## src/rtl/dds_pkg.sv

```systemverilog
`default_nettype none
// ============================================================================
//  Module      : dds_pkg
//  Description : Shared types and defaults for the DDS sweep controller.
//  Revision    : 1.0 - initial release
// ============================================================================
package dds_pkg;

    localparam int FREQ_W_DEF   = 26;
    localparam int PHASE_W_DEF  = 9;
    localparam int DATA_BIT_DEF = 14;
    localparam int DWELL_W_DEF  = 24;

    typedef enum logic [1:0] {
        IDLE = 2'd0,
        RUN  = 2'd1,
        DONE = 2'd2
    } sweep_state_t;

    localparam logic [1:0] MODE_SINGLE   = 2'd0;
    localparam logic [1:0] MODE_REPEAT   = 2'd1;
    localparam logic [1:0] MODE_PINGPONG = 2'd2;

    // Encoding 3 is reserved and behaves as a single sweep.
    function automatic logic [1:0] norm_mode(input logic [1:0] mode);
        return (mode == 2'd3) ? MODE_SINGLE : mode;
    endfunction

endpackage
`default_nettype wire

```

## src/rtl/dds_sweep_ctrl_if.sv

```systemverilog
`default_nettype none
// ============================================================================
//  Module      : dds_sweep_ctrl_if
//  Description : Host-side programme/command bus and DDS control outputs.
//                Marker signals present only with DDS_SWEEP_MARKER_EN.
//  Revision    : 1.0 - initial release
// ============================================================================
interface dds_sweep_ctrl_if
    import dds_pkg::*;
#(
    parameter int FREQ_W   = FREQ_W_DEF,
    parameter int PHASE_W  = PHASE_W_DEF,
    parameter int DATA_BIT = DATA_BIT_DEF,
    parameter int DWELL_W  = DWELL_W_DEF
);
    logic                start;
    logic                abort;
    logic [1:0]          cfg_mode;
    logic [FREQ_W-1:0]   cfg_start_freq;
    logic [FREQ_W-1:0]   cfg_stop_freq;
    logic [FREQ_W-1:0]   cfg_step;
    logic [DWELL_W-1:0]  cfg_dwell;
    logic [1:0]          cfg_wav_select;
    logic [PHASE_W-1:0]  cfg_phase;
    logic [DATA_BIT-1:0] cfg_amp;

    logic                dds_en;
    logic [1:0]          wav_select;
    logic [FREQ_W-1:0]   freq_ctrl;
    logic [PHASE_W-1:0]  phase_ctrl;
    logic [DATA_BIT-1:0] amp_ctrl;
    logic                busy;
    logic                step_pulse;
    logic                done_pulse;
`ifdef DDS_SWEEP_MARKER_EN
    logic [FREQ_W-1:0]   cfg_marker_freq;
    logic                marker;
`endif

    modport master (
`ifdef DDS_SWEEP_MARKER_EN
        output cfg_marker_freq,
        input  marker,
`endif
        output start, abort, cfg_mode, cfg_start_freq, cfg_stop_freq, cfg_step,
               cfg_dwell, cfg_wav_select, cfg_phase, cfg_amp,
        input  dds_en, wav_select, freq_ctrl, phase_ctrl, amp_ctrl, busy,
               step_pulse, done_pulse
    );

    modport slave (
`ifdef DDS_SWEEP_MARKER_EN
        input  cfg_marker_freq,
        output marker,
`endif
        input  start, abort, cfg_mode, cfg_start_freq, cfg_stop_freq, cfg_step,
               cfg_dwell, cfg_wav_select, cfg_phase, cfg_amp,
        output dds_en, wav_select, freq_ctrl, phase_ctrl, amp_ctrl, busy,
               step_pulse, done_pulse
    );

endinterface
`default_nettype wire

```

## src/rtl/dds_sweep_step.sv

```systemverilog
`default_nettype none
// ============================================================================
//  Module      : dds_sweep_step
//  Description : Combinational next-point compute: step, clamp to the active
//                endpoint, end-reached flag and ping-pong turn direction.
//  Revision    : 1.0 - initial release
// ============================================================================
module dds_sweep_step
    import dds_pkg::*;
#(
    parameter int FREQ_W = FREQ_W_DEF
)(
    input  wire [FREQ_W-1:0] i_freq,
    input  wire [FREQ_W-1:0] i_step,
    input  wire [FREQ_W-1:0] i_stop_freq,
    input  wire [FREQ_W-1:0] i_turn_freq,
    input  wire              i_dir_up,
    input  wire              i_pingpong,
    output logic [FREQ_W-1:0] o_next_freq,
    output logic             o_at_end,
    output logic             o_next_dir_up
);
    logic              w_turn;
    logic              w_up;
    logic [FREQ_W-1:0] w_lim;
    logic [FREQ_W:0]   w_sum;
    logic [FREQ_W:0]   w_diff;

    // A zero step can never move, so it counts as already at the end.
    assign o_at_end      = (i_freq == i_stop_freq) || (i_step == '0);
    assign w_turn        = o_at_end && i_pingpong;
    assign w_up          = i_dir_up ^ w_turn;
    assign w_lim         = w_turn ? i_turn_freq : i_stop_freq;
    assign o_next_dir_up = w_up;

    assign w_sum  = {1'b0, i_freq} + {1'b0, i_step};
    assign w_diff = {1'b0, i_freq} - {1'b0, i_step};

    always_comb begin
        o_next_freq = i_freq;
        if (w_up) begin
            o_next_freq = (w_sum >= {1'b0, w_lim}) ? w_lim : w_sum[FREQ_W-1:0];
        end else begin
            o_next_freq = (w_diff[FREQ_W] || (w_diff[FREQ_W-1:0] <= w_lim))
                        ? w_lim : w_diff[FREQ_W-1:0];
        end
    end

endmodule
`default_nettype wire

```

## src/rtl/dds_sweep_ctrl.sv

```systemverilog
`default_nettype none
// ============================================================================
//  Module      : dds_sweep_ctrl
//  Description : Linear frequency-sweep sequencer driving the DDS controls
//                (single / repeat / ping-pong). Option: DDS_SWEEP_MARKER_EN.
//  Revision    : 1.0 - initial release
// ============================================================================
module dds_sweep_ctrl
    import dds_pkg::*;
#(
    parameter int FREQ_W   = FREQ_W_DEF,
    parameter int PHASE_W  = PHASE_W_DEF,
    parameter int DATA_BIT = DATA_BIT_DEF,
    parameter int DWELL_W  = DWELL_W_DEF
)(
    input  wire             sclk,
    input  wire             rst,
    dds_sweep_ctrl_if.slave bus
);
    sweep_state_t        r_state;
    logic [1:0]          r_mode;
    logic [FREQ_W-1:0]   r_start_freq;
    logic [FREQ_W-1:0]   r_stop_act;
    logic [FREQ_W-1:0]   r_turn_act;
    logic [FREQ_W-1:0]   r_step;
    logic                r_dir_up;
    logic [DWELL_W-1:0]  r_dwell_rld;
    logic [DWELL_W-1:0]  r_dwell_cnt;
    logic [FREQ_W-1:0]   r_freq;
    logic                r_dds_en;
    logic [1:0]          r_wav;
    logic [PHASE_W-1:0]  r_phase;
    logic [DATA_BIT-1:0] r_amp;
    logic                r_busy;
    logic                r_step_pulse;
    logic                r_done_pulse;

    logic [FREQ_W-1:0]   w_next_freq;
    logic                w_at_end;
    logic                w_next_dir_up;
    logic                w_pingpong;
    logic [DWELL_W-1:0]  w_dwell_rld;

    assign w_pingpong  = (r_mode == MODE_PINGPONG);
    assign w_dwell_rld = (bus.cfg_dwell == '0) ? '0 : bus.cfg_dwell - DWELL_W'(1);

    dds_sweep_step #(.FREQ_W(FREQ_W)) u_step (
        .i_freq        (r_freq),
        .i_step        (r_step),
        .i_stop_freq   (r_stop_act),
        .i_turn_freq   (r_turn_act),
        .i_dir_up      (r_dir_up),
        .i_pingpong    (w_pingpong),
        .o_next_freq   (w_next_freq),
        .o_at_end      (w_at_end),
        .o_next_dir_up (w_next_dir_up)
    );

`ifdef DDS_SWEEP_MARKER_EN
    logic [FREQ_W-1:0] r_marker_freq;
    logic              r_marker_armed;
    logic              r_marker;

    function automatic logic marker_hit(input logic [FREQ_W-1:0] p,
                                        input logic [FREQ_W-1:0] m,
                                        input logic              up);
        return up ? (p >= m) : (p <= m);
    endfunction

    assign bus.marker = r_marker;
`endif

    always_ff @(posedge sclk) begin
        if (rst) begin
            r_state      <= IDLE;
            r_mode       <= MODE_SINGLE;
            r_start_freq <= '0;
            r_stop_act   <= '0;
            r_turn_act   <= '0;
            r_step       <= '0;
            r_dir_up     <= 1'b0;
            r_dwell_rld  <= '0;
            r_dwell_cnt  <= '0;
            r_freq       <= '0;
            r_dds_en     <= 1'b0;
            r_wav        <= '0;
            r_phase      <= '0;
            r_amp        <= '0;
            r_busy       <= 1'b0;
            r_step_pulse <= 1'b0;
            r_done_pulse <= 1'b0;
`ifdef DDS_SWEEP_MARKER_EN
            r_marker_freq  <= '0;
            r_marker_armed <= 1'b0;
            r_marker       <= 1'b0;
`endif
        end else begin
            r_step_pulse <= 1'b0;
            r_done_pulse <= 1'b0;
`ifdef DDS_SWEEP_MARKER_EN
            r_marker     <= 1'b0;
`endif
            if (bus.abort) begin
                r_state  <= IDLE;
                r_dds_en <= 1'b0;
                r_freq   <= '0;
                r_wav    <= '0;
                r_phase  <= '0;
                r_amp    <= '0;
                r_busy   <= 1'b0;
            end else begin
                case (r_state)
                    IDLE, DONE: begin
                        if (bus.start) begin
                            r_state      <= RUN;
                            r_mode       <= norm_mode(bus.cfg_mode);
                            r_start_freq <= bus.cfg_start_freq;
                            r_stop_act   <= bus.cfg_stop_freq;
                            r_turn_act   <= bus.cfg_start_freq;
                            r_step       <= bus.cfg_step;
                            r_dir_up     <= (bus.cfg_start_freq <= bus.cfg_stop_freq);
                            r_dwell_rld  <= w_dwell_rld;
                            r_dwell_cnt  <= w_dwell_rld;
                            r_freq       <= bus.cfg_start_freq;
                            r_dds_en     <= 1'b1;
                            r_wav        <= bus.cfg_wav_select;
                            r_phase      <= bus.cfg_phase;
                            r_amp        <= bus.cfg_amp;
                            r_busy       <= 1'b1;
                            r_step_pulse <= 1'b1;
`ifdef DDS_SWEEP_MARKER_EN
                            r_marker_freq  <= bus.cfg_marker_freq;
                            r_marker       <= marker_hit(bus.cfg_start_freq, bus.cfg_marker_freq,
                                                         bus.cfg_start_freq <= bus.cfg_stop_freq);
                            r_marker_armed <= !marker_hit(bus.cfg_start_freq, bus.cfg_marker_freq,
                                                          bus.cfg_start_freq <= bus.cfg_stop_freq);
`endif
                        end
                    end
                    RUN: begin
                        if (r_dwell_cnt != '0) begin
                            r_dwell_cnt <= r_dwell_cnt - DWELL_W'(1);
                        end else if (w_at_end && (r_mode == MODE_SINGLE)) begin
                            r_state      <= DONE;
                            r_busy       <= 1'b0;
                            r_done_pulse <= 1'b1;
                        end else if (w_at_end && (r_mode == MODE_REPEAT)) begin
                            r_freq       <= r_start_freq;
                            r_step_pulse <= 1'b1;
                            r_dwell_cnt  <= r_dwell_rld;
`ifdef DDS_SWEEP_MARKER_EN
                            r_marker       <= marker_hit(r_start_freq, r_marker_freq, r_dir_up);
                            r_marker_armed <= !marker_hit(r_start_freq, r_marker_freq, r_dir_up);
`endif
                        end else begin
                            // Ping-pong turns here: endpoints swap, step taken from the current point.
                            r_freq       <= w_next_freq;
                            r_step_pulse <= 1'b1;
                            r_dwell_cnt  <= r_dwell_rld;
                            r_dir_up     <= w_next_dir_up;
                            if (w_at_end) begin
                                r_stop_act <= r_turn_act;
                                r_turn_act <= r_stop_act;
                            end
`ifdef DDS_SWEEP_MARKER_EN
                            r_marker       <= (r_marker_armed || w_at_end) &&
                                              marker_hit(w_next_freq, r_marker_freq, w_next_dir_up);
                            r_marker_armed <= (r_marker_armed || w_at_end) &&
                                              !marker_hit(w_next_freq, r_marker_freq, w_next_dir_up);
`endif
                        end
                    end
                    default: r_state <= IDLE;
                endcase
            end
        end
    end

    assign bus.dds_en     = r_dds_en;
    assign bus.wav_select = r_wav;
    assign bus.freq_ctrl  = r_freq;
    assign bus.phase_ctrl = r_phase;
    assign bus.amp_ctrl   = r_amp;
    assign bus.busy       = r_busy;
    assign bus.step_pulse = r_step_pulse;
    assign bus.done_pulse = r_done_pulse;

endmodule
`default_nettype wire

```

## src/flat_wrapper.sv

```systemverilog
// flat-port wrapper written by rule: the top's interface ports become plain ports
module dds_sweep_ctrl_flat import dds_pkg::*;
#(
    parameter int FREQ_W   = FREQ_W_DEF,
    parameter int PHASE_W  = PHASE_W_DEF,
    parameter int DATA_BIT = DATA_BIT_DEF,
    parameter int DWELL_W  = DWELL_W_DEF
)
  (sclk, rst, bus_start, bus_abort, bus_cfg_mode, bus_cfg_start_freq, bus_cfg_stop_freq, bus_cfg_step, bus_cfg_dwell, bus_cfg_wav_select, bus_cfg_phase, bus_cfg_amp, bus_dds_en, bus_wav_select, bus_freq_ctrl, bus_phase_ctrl, bus_amp_ctrl, bus_busy, bus_step_pulse, bus_done_pulse);
  dds_sweep_ctrl_if #(.FREQ_W(FREQ_W), .PHASE_W(PHASE_W), .DATA_BIT(DATA_BIT), .DWELL_W(DWELL_W)) bus_i ();
  input  wire sclk;
  input  wire rst;
  input wire logic [$bits(bus_i.start)-1:0] bus_start;
  input wire logic [$bits(bus_i.abort)-1:0] bus_abort;
  input wire logic [$bits(bus_i.cfg_mode)-1:0] bus_cfg_mode;
  input wire logic [$bits(bus_i.cfg_start_freq)-1:0] bus_cfg_start_freq;
  input wire logic [$bits(bus_i.cfg_stop_freq)-1:0] bus_cfg_stop_freq;
  input wire logic [$bits(bus_i.cfg_step)-1:0] bus_cfg_step;
  input wire logic [$bits(bus_i.cfg_dwell)-1:0] bus_cfg_dwell;
  input wire logic [$bits(bus_i.cfg_wav_select)-1:0] bus_cfg_wav_select;
  input wire logic [$bits(bus_i.cfg_phase)-1:0] bus_cfg_phase;
  input wire logic [$bits(bus_i.cfg_amp)-1:0] bus_cfg_amp;
  output wire logic [$bits(bus_i.dds_en)-1:0] bus_dds_en;
  output wire logic [$bits(bus_i.wav_select)-1:0] bus_wav_select;
  output wire logic [$bits(bus_i.freq_ctrl)-1:0] bus_freq_ctrl;
  output wire logic [$bits(bus_i.phase_ctrl)-1:0] bus_phase_ctrl;
  output wire logic [$bits(bus_i.amp_ctrl)-1:0] bus_amp_ctrl;
  output wire logic [$bits(bus_i.busy)-1:0] bus_busy;
  output wire logic [$bits(bus_i.step_pulse)-1:0] bus_step_pulse;
  output wire logic [$bits(bus_i.done_pulse)-1:0] bus_done_pulse;
  assign bus_i.start = bus_start;
  assign bus_i.abort = bus_abort;
  assign bus_i.cfg_mode = bus_cfg_mode;
  assign bus_i.cfg_start_freq = bus_cfg_start_freq;
  assign bus_i.cfg_stop_freq = bus_cfg_stop_freq;
  assign bus_i.cfg_step = bus_cfg_step;
  assign bus_i.cfg_dwell = bus_cfg_dwell;
  assign bus_i.cfg_wav_select = bus_cfg_wav_select;
  assign bus_i.cfg_phase = bus_cfg_phase;
  assign bus_i.cfg_amp = bus_cfg_amp;
  assign bus_dds_en = bus_i.dds_en;
  assign bus_wav_select = bus_i.wav_select;
  assign bus_freq_ctrl = bus_i.freq_ctrl;
  assign bus_phase_ctrl = bus_i.phase_ctrl;
  assign bus_amp_ctrl = bus_i.amp_ctrl;
  assign bus_busy = bus_i.busy;
  assign bus_step_pulse = bus_i.step_pulse;
  assign bus_done_pulse = bus_i.done_pulse;
  dds_sweep_ctrl #(.FREQ_W(FREQ_W), .PHASE_W(PHASE_W), .DATA_BIT(DATA_BIT), .DWELL_W(DWELL_W)) u_core (.sclk(sclk), .rst(rst), .bus(bus_i));
endmodule
```

## config.mk

```make
export PLATFORM = sky130hd
export DESIGN_NAME = dds_sweep_ctrl_flat
export DESIGN_NICKNAME = d
export VERILOG_FILES = /design/src/rtl/dds_pkg.sv /design/src/rtl/dds_sweep_ctrl_if.sv /design/src/rtl/dds_sweep_step.sv /design/src/rtl/dds_sweep_ctrl.sv /design/src/flat_wrapper.sv
export SDC_FILE = /design/constraint.sdc
export NUM_CORES = 1
export LEC_CHECK = 0
export CAP_MARGIN = 20
export CORE_MARGIN = 2
export CORE_UTILIZATION = 52
export CTS_CLUSTER_DIAMETER = 30
export DETAILED_ROUTE_END_ITERATION = 12
export GPL_TIMING_DRIVEN = 1
export PLACE_DENSITY = 0.74
export REMOVE_ABC_BUFFERS = 1
export SYNTH_ARGS = -nofsm -noshare
export SYNTH_HDL_FRONTEND = slang
export SYNTH_SLANG_ARGS = --single-unit
```

## constraint.sdc

```tcl
create_clock -name sclk -period 4.96 [get_ports sclk]
set_input_delay 0.744 -clock sclk [delete_from_list [all_inputs] [get_ports sclk]]
set_output_delay 0.744 -clock sclk [all_outputs]
set_load 0.05 [all_outputs]
```

; After elaboration in Yosys (flattened, before gate mapping)
; Cells that the tools add are included.
[totals]
reg_bits = 212
inputBits = 133
out_inout_bits = 55
wordCells = 106
[op_classes]
n_addsub = 4
order_cmp = 3
eq_ne = 13
mux = 44
bitwise = 3
reduce_logical = 22
[op_table]
columns = op, n
row1 = $mux 26, 17
row2 = $pmux 26 s2, 3
row3 = $mux 24, 4
row4 = $le 26x26->1, 2
row5 = $pmux 24 s2, 1
row6 = $sub 24x1->24 const B, 2
row7 = $add 26x26->27, 1
row8 = $ge 27x26->1, 1
row9 = $sub 26x26->27, 1
row10 = $eq 26x26->1, 1
row11 = $logic_not 26->1, 1
row12 = $logic_not 24->1, 1
row13 = $reduce_bool 24->1, 1
row14 = $reduce_and 4->1, 3
row15 = $mux 1, 11
row16 = $ne 2x2->1 const B, 5
row17 = $mux 2, 4
row18 = $reduce_and 7->1, 1
row19 = $eq 2x2->1 const B, 3
row20 = $pmux 1 s2, 3
row21 = $reduce_and 3->1, 2
row22 = $reduce_and 6->1, 1
row23 = $eq 2x1->1 const B, 2
row24 = $logic_not 2->1, 2
row25 = other kinds (11), 16

; Logic depth before layout (Yosys ltp)
[logic_depth]
depth_word = 12
mapped_depth = 22

; Cells and area by module
; A second synthesis with hierarchy kept.
[hier_totals]
hier_cells = 2101
area_unflattened_um2 = 15896.5
[modules_own_cells]
columns = mod, instances, cells_per_inst, area_per_inst_um2
row1 = dds_sweep_ctrl, 1, 1331, 10538.9
row2 = dds_sweep_step, 1, 770, 5357.6

; Worst setup path after synthesis
; Ideal clock, no wire load.
[synth_path]
path_kind = register to register
start = reg u_core.r_freq[13] (netlist: u_core.bus.freq_ctrl[13])
end = reg u_core.r_freq[7] (netlist: u_core.bus.freq_ctrl[7])
setup_ns = 0.091
t_arrival_ns = 5.015
path_slack_ns = -0.146
stages_incl_launch_ff = 22
n_path_buf = 2
period_less_slack_ns = 5.106
path_cell_list = dfxtp_1 -> ha_1 -> clkbuf_1 -> and3_1 -> and2_1 -> a2111oi_0 -> a21boi_0 -> nor2_1 -> a311o_1 -> a21oi_1 -> xnor2_1 -> ha_1 -> o21ai_0 -> a21oi_1 -> a221o_1 -> o21a_1 -> o21ai_1 -> nor3_1 -> buf_2 -> nand3b_1 -> o221ai_1 -> a311oi_1
[synth_via]
elab_chain_cells = 12
elab_cells_between_ends = 21
[synth_rtl]
columns = element, line_no
row1 = start: declaration, dds_sweep_ctrl.sv:29  ; logic [FREQ_W-1:0] r_freq;
row2 = start signal: assignment, dds_sweep_ctrl.sv:124  ; r_freq <= bus.cfg_start_freq;
row3 = start signal: assignment, dds_sweep_ctrl.sv:148  ; r_freq <= r_start_freq;
row4 = start signal: assignment, dds_sweep_ctrl.sv:157  ; r_freq <= w_next_freq;
row5 = "parallel branches: the longest is 12 deep, another holds $sub 26x26->27", n/a
; Several ways; the timed one is not identified. The select of a mux whose other input is x is not followed.
; A chain may end at the register's enable or synchronous reset.

; Worst setup path after layout
[layout_path]
start = reg u_core.r_freq[0] (netlist: u_core.bus.freq_ctrl[0])
end = reg u_core.r_freq[1] (netlist: u_core.bus.freq_ctrl[1])
; Same word-level chain as after synthesis.

==> metrics.csv <==
stage,metric,value,unit
sta,post-layout minimum cycle time,4810,ps
floorplanning,# IOs,188,
yosys,"Top FF cell, synth",dfxtp_1,
finish,Area Overhead vs Synth,36.2,%
clock_tree,CTS tree,done,
clock_tree,Post-CTS Hold Fix Bufs,0,
route,Final ANT Viol Nets,0,
pwr,leakage,8.96,nW
setup_path,worst reg-to-reg setup slack,150,ps
pwr,Power Density,388,nW/um2
clock_tree,clock root cell,clkbuf_16,
yosys,Post-Synthesis Cells,2125,
clock_tree,clk sink count,212,
route,WL/cell,20.0,um
floorplanning,Die Span Y,178,um
pwr,Pint,5.62,mW
sta,final hold vios,0,
sta,fin crit share,97.0,%
sta,RSZ-0062 raised after global routing,yes,
yosys,Synth top area share,27.1,%
setup_path,critical setup path kind,reg -> reg,
yosys,Post-synth EDFFs,0,
finish,final instance area,21300,um2
clock_tree,Clock Path Buffers,3,
setup_path,CP Data Arrival Time,5260,ps
pwr,clock share of power,47.8,%
yosys,Async SR Flop Fraction,0,%
grt,GRT Overall Usage,35.7,%
pwr,switch share,32.1,%
setup_path,Crit. End Element,flip-flop,
sta,max-slew violations,0,
route,DRC Markers,0,
yosys,synth top area cells,"dfxtp_1 27%, ha_1 11%, nand2_1 8.7%, a21oi_1 7.7%, nor2_1 4.9%",
sta,Slew headroom,45.9,%
setup_path,crit-path max FO,11,
sta,Slew @ Worst Pin,812,ps
setup_path,Worst Path Required,5410,ps
job,max_cap viols,0,
route,Vias/cell,5.99,
route,final wirelength,57200,um
placed_design,Place WS,-11.7,ps
finish,Fillers,2421,
yosys,Synth Cell Area,15700,um2
floorplanning,die area,31500,um2
finish,area occupied by multi-input gates,10900,um2
route,DRT iter0 DRCs,1881,
sta,Max Fclk,208,MHz
yosys,average size of a mapped cell,7.37,um2
setup_path,Startpoint Class,flip-flop,
pwr,maximum VDD drop,475,uV
finish,n_diodes,0,
pwr,Comb power frac,29.1,%
route,DR pass1 iterations,7,
sta,final-report setup violation count,0,
floorplanning,width of the die,178,um
finish,register area,4250,um2
pwr,Final Power,8.28,mW
status,outcome,"complete, no violations",
finish,share of layout cells above drive strength 1,15.9,%
floorplanning,row cnt,63,
yosys,"Distinct cells, synth",76,
finish,"Core Util, Final",71.9,%
yosys,"FF+latch count, synth",212,
placed_design,dpl hpwl,42400,um
clock_tree,H-tree Lvls,2,
grt,Overflow after GRT,0,
grt,initial antenna violation count,0,
route,DR vias,17100,
yosys,Synth area leader,dfxtp_1,
placed_design,dpl cell area,18800,um2
pwr,Seq pwr share,23.1,%
yosys,"Warnings, synthesis",0,
grt,largest net degree at the start of global routing,105,
grt,first-pass GRT wire length,88500,um
placed_design,gpl congestion,0.972,
floorplanning,core area,29600,um2
pwr,Net Sw Power,2.65,mW
grt,vias in the first global route,16300,
clock_tree,TritonCTS buffer count,57,
sta,Worst Slack Setup Final,150,ps
sta,clk_skew,21.4,ps
clock_tree,clk slew on worst S/H paths,40,ps
finish,fin nets,2687,
yosys,sequential share of the synthesized area,27.1,%
hold_path,worst hold path type,reg -> reg,
floorplanning,initial cell density of the core,52.8,%
clock_tree,Worst-Skew Late Latency,600,ps
placed_design,port bufs,187,
## worst max-delay path: stages, from the launching register on
cell and delay, ps:
dfxtp_1 320, ha_2 190, inv_2 60, fa_2 230, nor2_2 50, o311a_1 380, o31ai_4 310, a41oi_2 220
buf_6 190, o41ai_4 310, mux2i_1 300, nand2_1 130, ha_4 230, a21o_1 160, a21oi_2 120, o21ai_0 70
nand3_1 100, nand3_2 110, or4_4 550, buf_12 160, buf_4 140, nor2_1 110, a221o_1 130, a311oi_1 90
## worst paths after layout
check,startpoint,endpoint,cells after the start
min reg2reg,u_core.r_dwell_rld[16]$_SDFFE_PP0P_,u_core.r_dwell_rld[16]$_SDFFE_PP0P_,2
max reg2reg,u_core.bus.freq_ctrl[0]$_SDFFE_PP0P_,u_core.bus.freq_ctrl[1]$_SDFFE_PP0P_,23
min,u_core.r_dwell_rld[16]$_SDFFE_PP0P_,u_core.r_dwell_rld[16]$_SDFFE_PP0P_,2
max,u_core.bus.freq_ctrl[0]$_SDFFE_PP0P_,u_core.bus.freq_ctrl[1]$_SDFFE_PP0P_,23
## repair_timing
item,4_1_cts,5_1_grt
endpoints found under the setup margin,8,26
setup buffers,0,10
resized for setup,4,89
pin swaps,0,26
## synth_stat cells, types with 45 or more instances
library cell,n
a211oi_1,45
a21oi_1,241
a311oi_1,66
clkbuf_1,92
dfxtp_1,212
ha_1,132
inv_1,97
nand2_1,363
nor2_1,205
nor3_1,68
o21ai_0,55
xnor2_1,54
xor2_1,45
## per-stage QoR
| step | std cells | hold WS [ps] | TNS (ps) |
|---|---|---|---|
| global placement | 2741 | 439 | -6.68 |
| global route | 2859 | 470 | -266 |
| CTS | 2849 | 452 | 0 |
| detailed placement | 2741 | 445 | -16.2 |
| floorplan | 1991 | 427 | -115620 |
| finish | 2859 | 449 | 0 |
## placed cells by master (no fill, tap or decap), types with 57 or more instances in the layout
cell type,count
clkbuf_16,57
nor3_1,61
a21oi_1,233
buf_4,177
dfxtp_1,204
inv_1,94
a311oi_1,64
clkdlybuf4s50_1,186
ha_1,124
nand2_1,362
nor2_1,201
## area by class of cell
class / instances / share of cell area (%)
clock buffers: 68 / 7.21
clock inverters: 40 / 2.48
inverters: 97 / 1.73
multi-input cells: 1682 / 50.9
flip-flops and latches: 212 / 20.0
well taps: 390 / 2.29
repair buffers: 370 / 15.4
## per-layer routing
layer	vias to the layer above	share of wire, %	GRT usage [%]
li1	8200	-	-
met1	8023	43	47.3
met2	753	45	56.5
met3	138	8.0	6.92
met4	0	4.1	15.5
met5	-	0	0
## power by group through the flow
stage | Sequential, mW | Combinational (mW) | Clock [mW]
2_1_floorplan | 1.97 | 1.24 | 0
3_3_place_gp | 1.93 | 2.18 | 0
3_5_place_dp | 1.93 | 2.20 | 0
4_1_cts | 1.90 | 2.22 | 3.98
5_1_grt | 1.92 | 2.59 | 4.08
6_report | 1.91 | 2.41 | 3.96
## state kept, by name (all words and copies together), names as in the netlist
name	count
u_core.r_dwell_cnt	24
u_core.r_dwell_rld	24
u_core.r_mode	2
u_core.r_dir_up	1
u_core.r_stop_act	26
u_core.bus.amp_ctrl	14
u_core.bus.wav_select	2
u_core.r_turn_act	26
u_core.bus.freq_ctrl	26
u_core.bus.done_pulse	1
u_core.bus.busy	1
u_core.r_start_freq	26
u_core.bus.phase_ctrl	9
u_core.bus.step_pulse	1
u_core.r_step	26
u_core.bus.dds_en	1
u_core.r_state	2
## logic make-up (layout without fill, tap and decap cells)
| family | after synthesis | after routing | synth area share [%] |
|---|---|---|---|
| compound gates | 563 | 563 | 23.5 |
| xor+xnor | 99 | 99 | 5.54 |
| fa+ha+maj | 134 | 134 | 10.8 |
| buf+inv | 231 | 575 | 5.89 |
| flops | 212 | 212 | 27.1 |
| mux | 41 | 41 | 2.69 |
| simple gates | 845 | 845 | 24.5 |
Note: power is estimated with default switching activity, not from simulation.
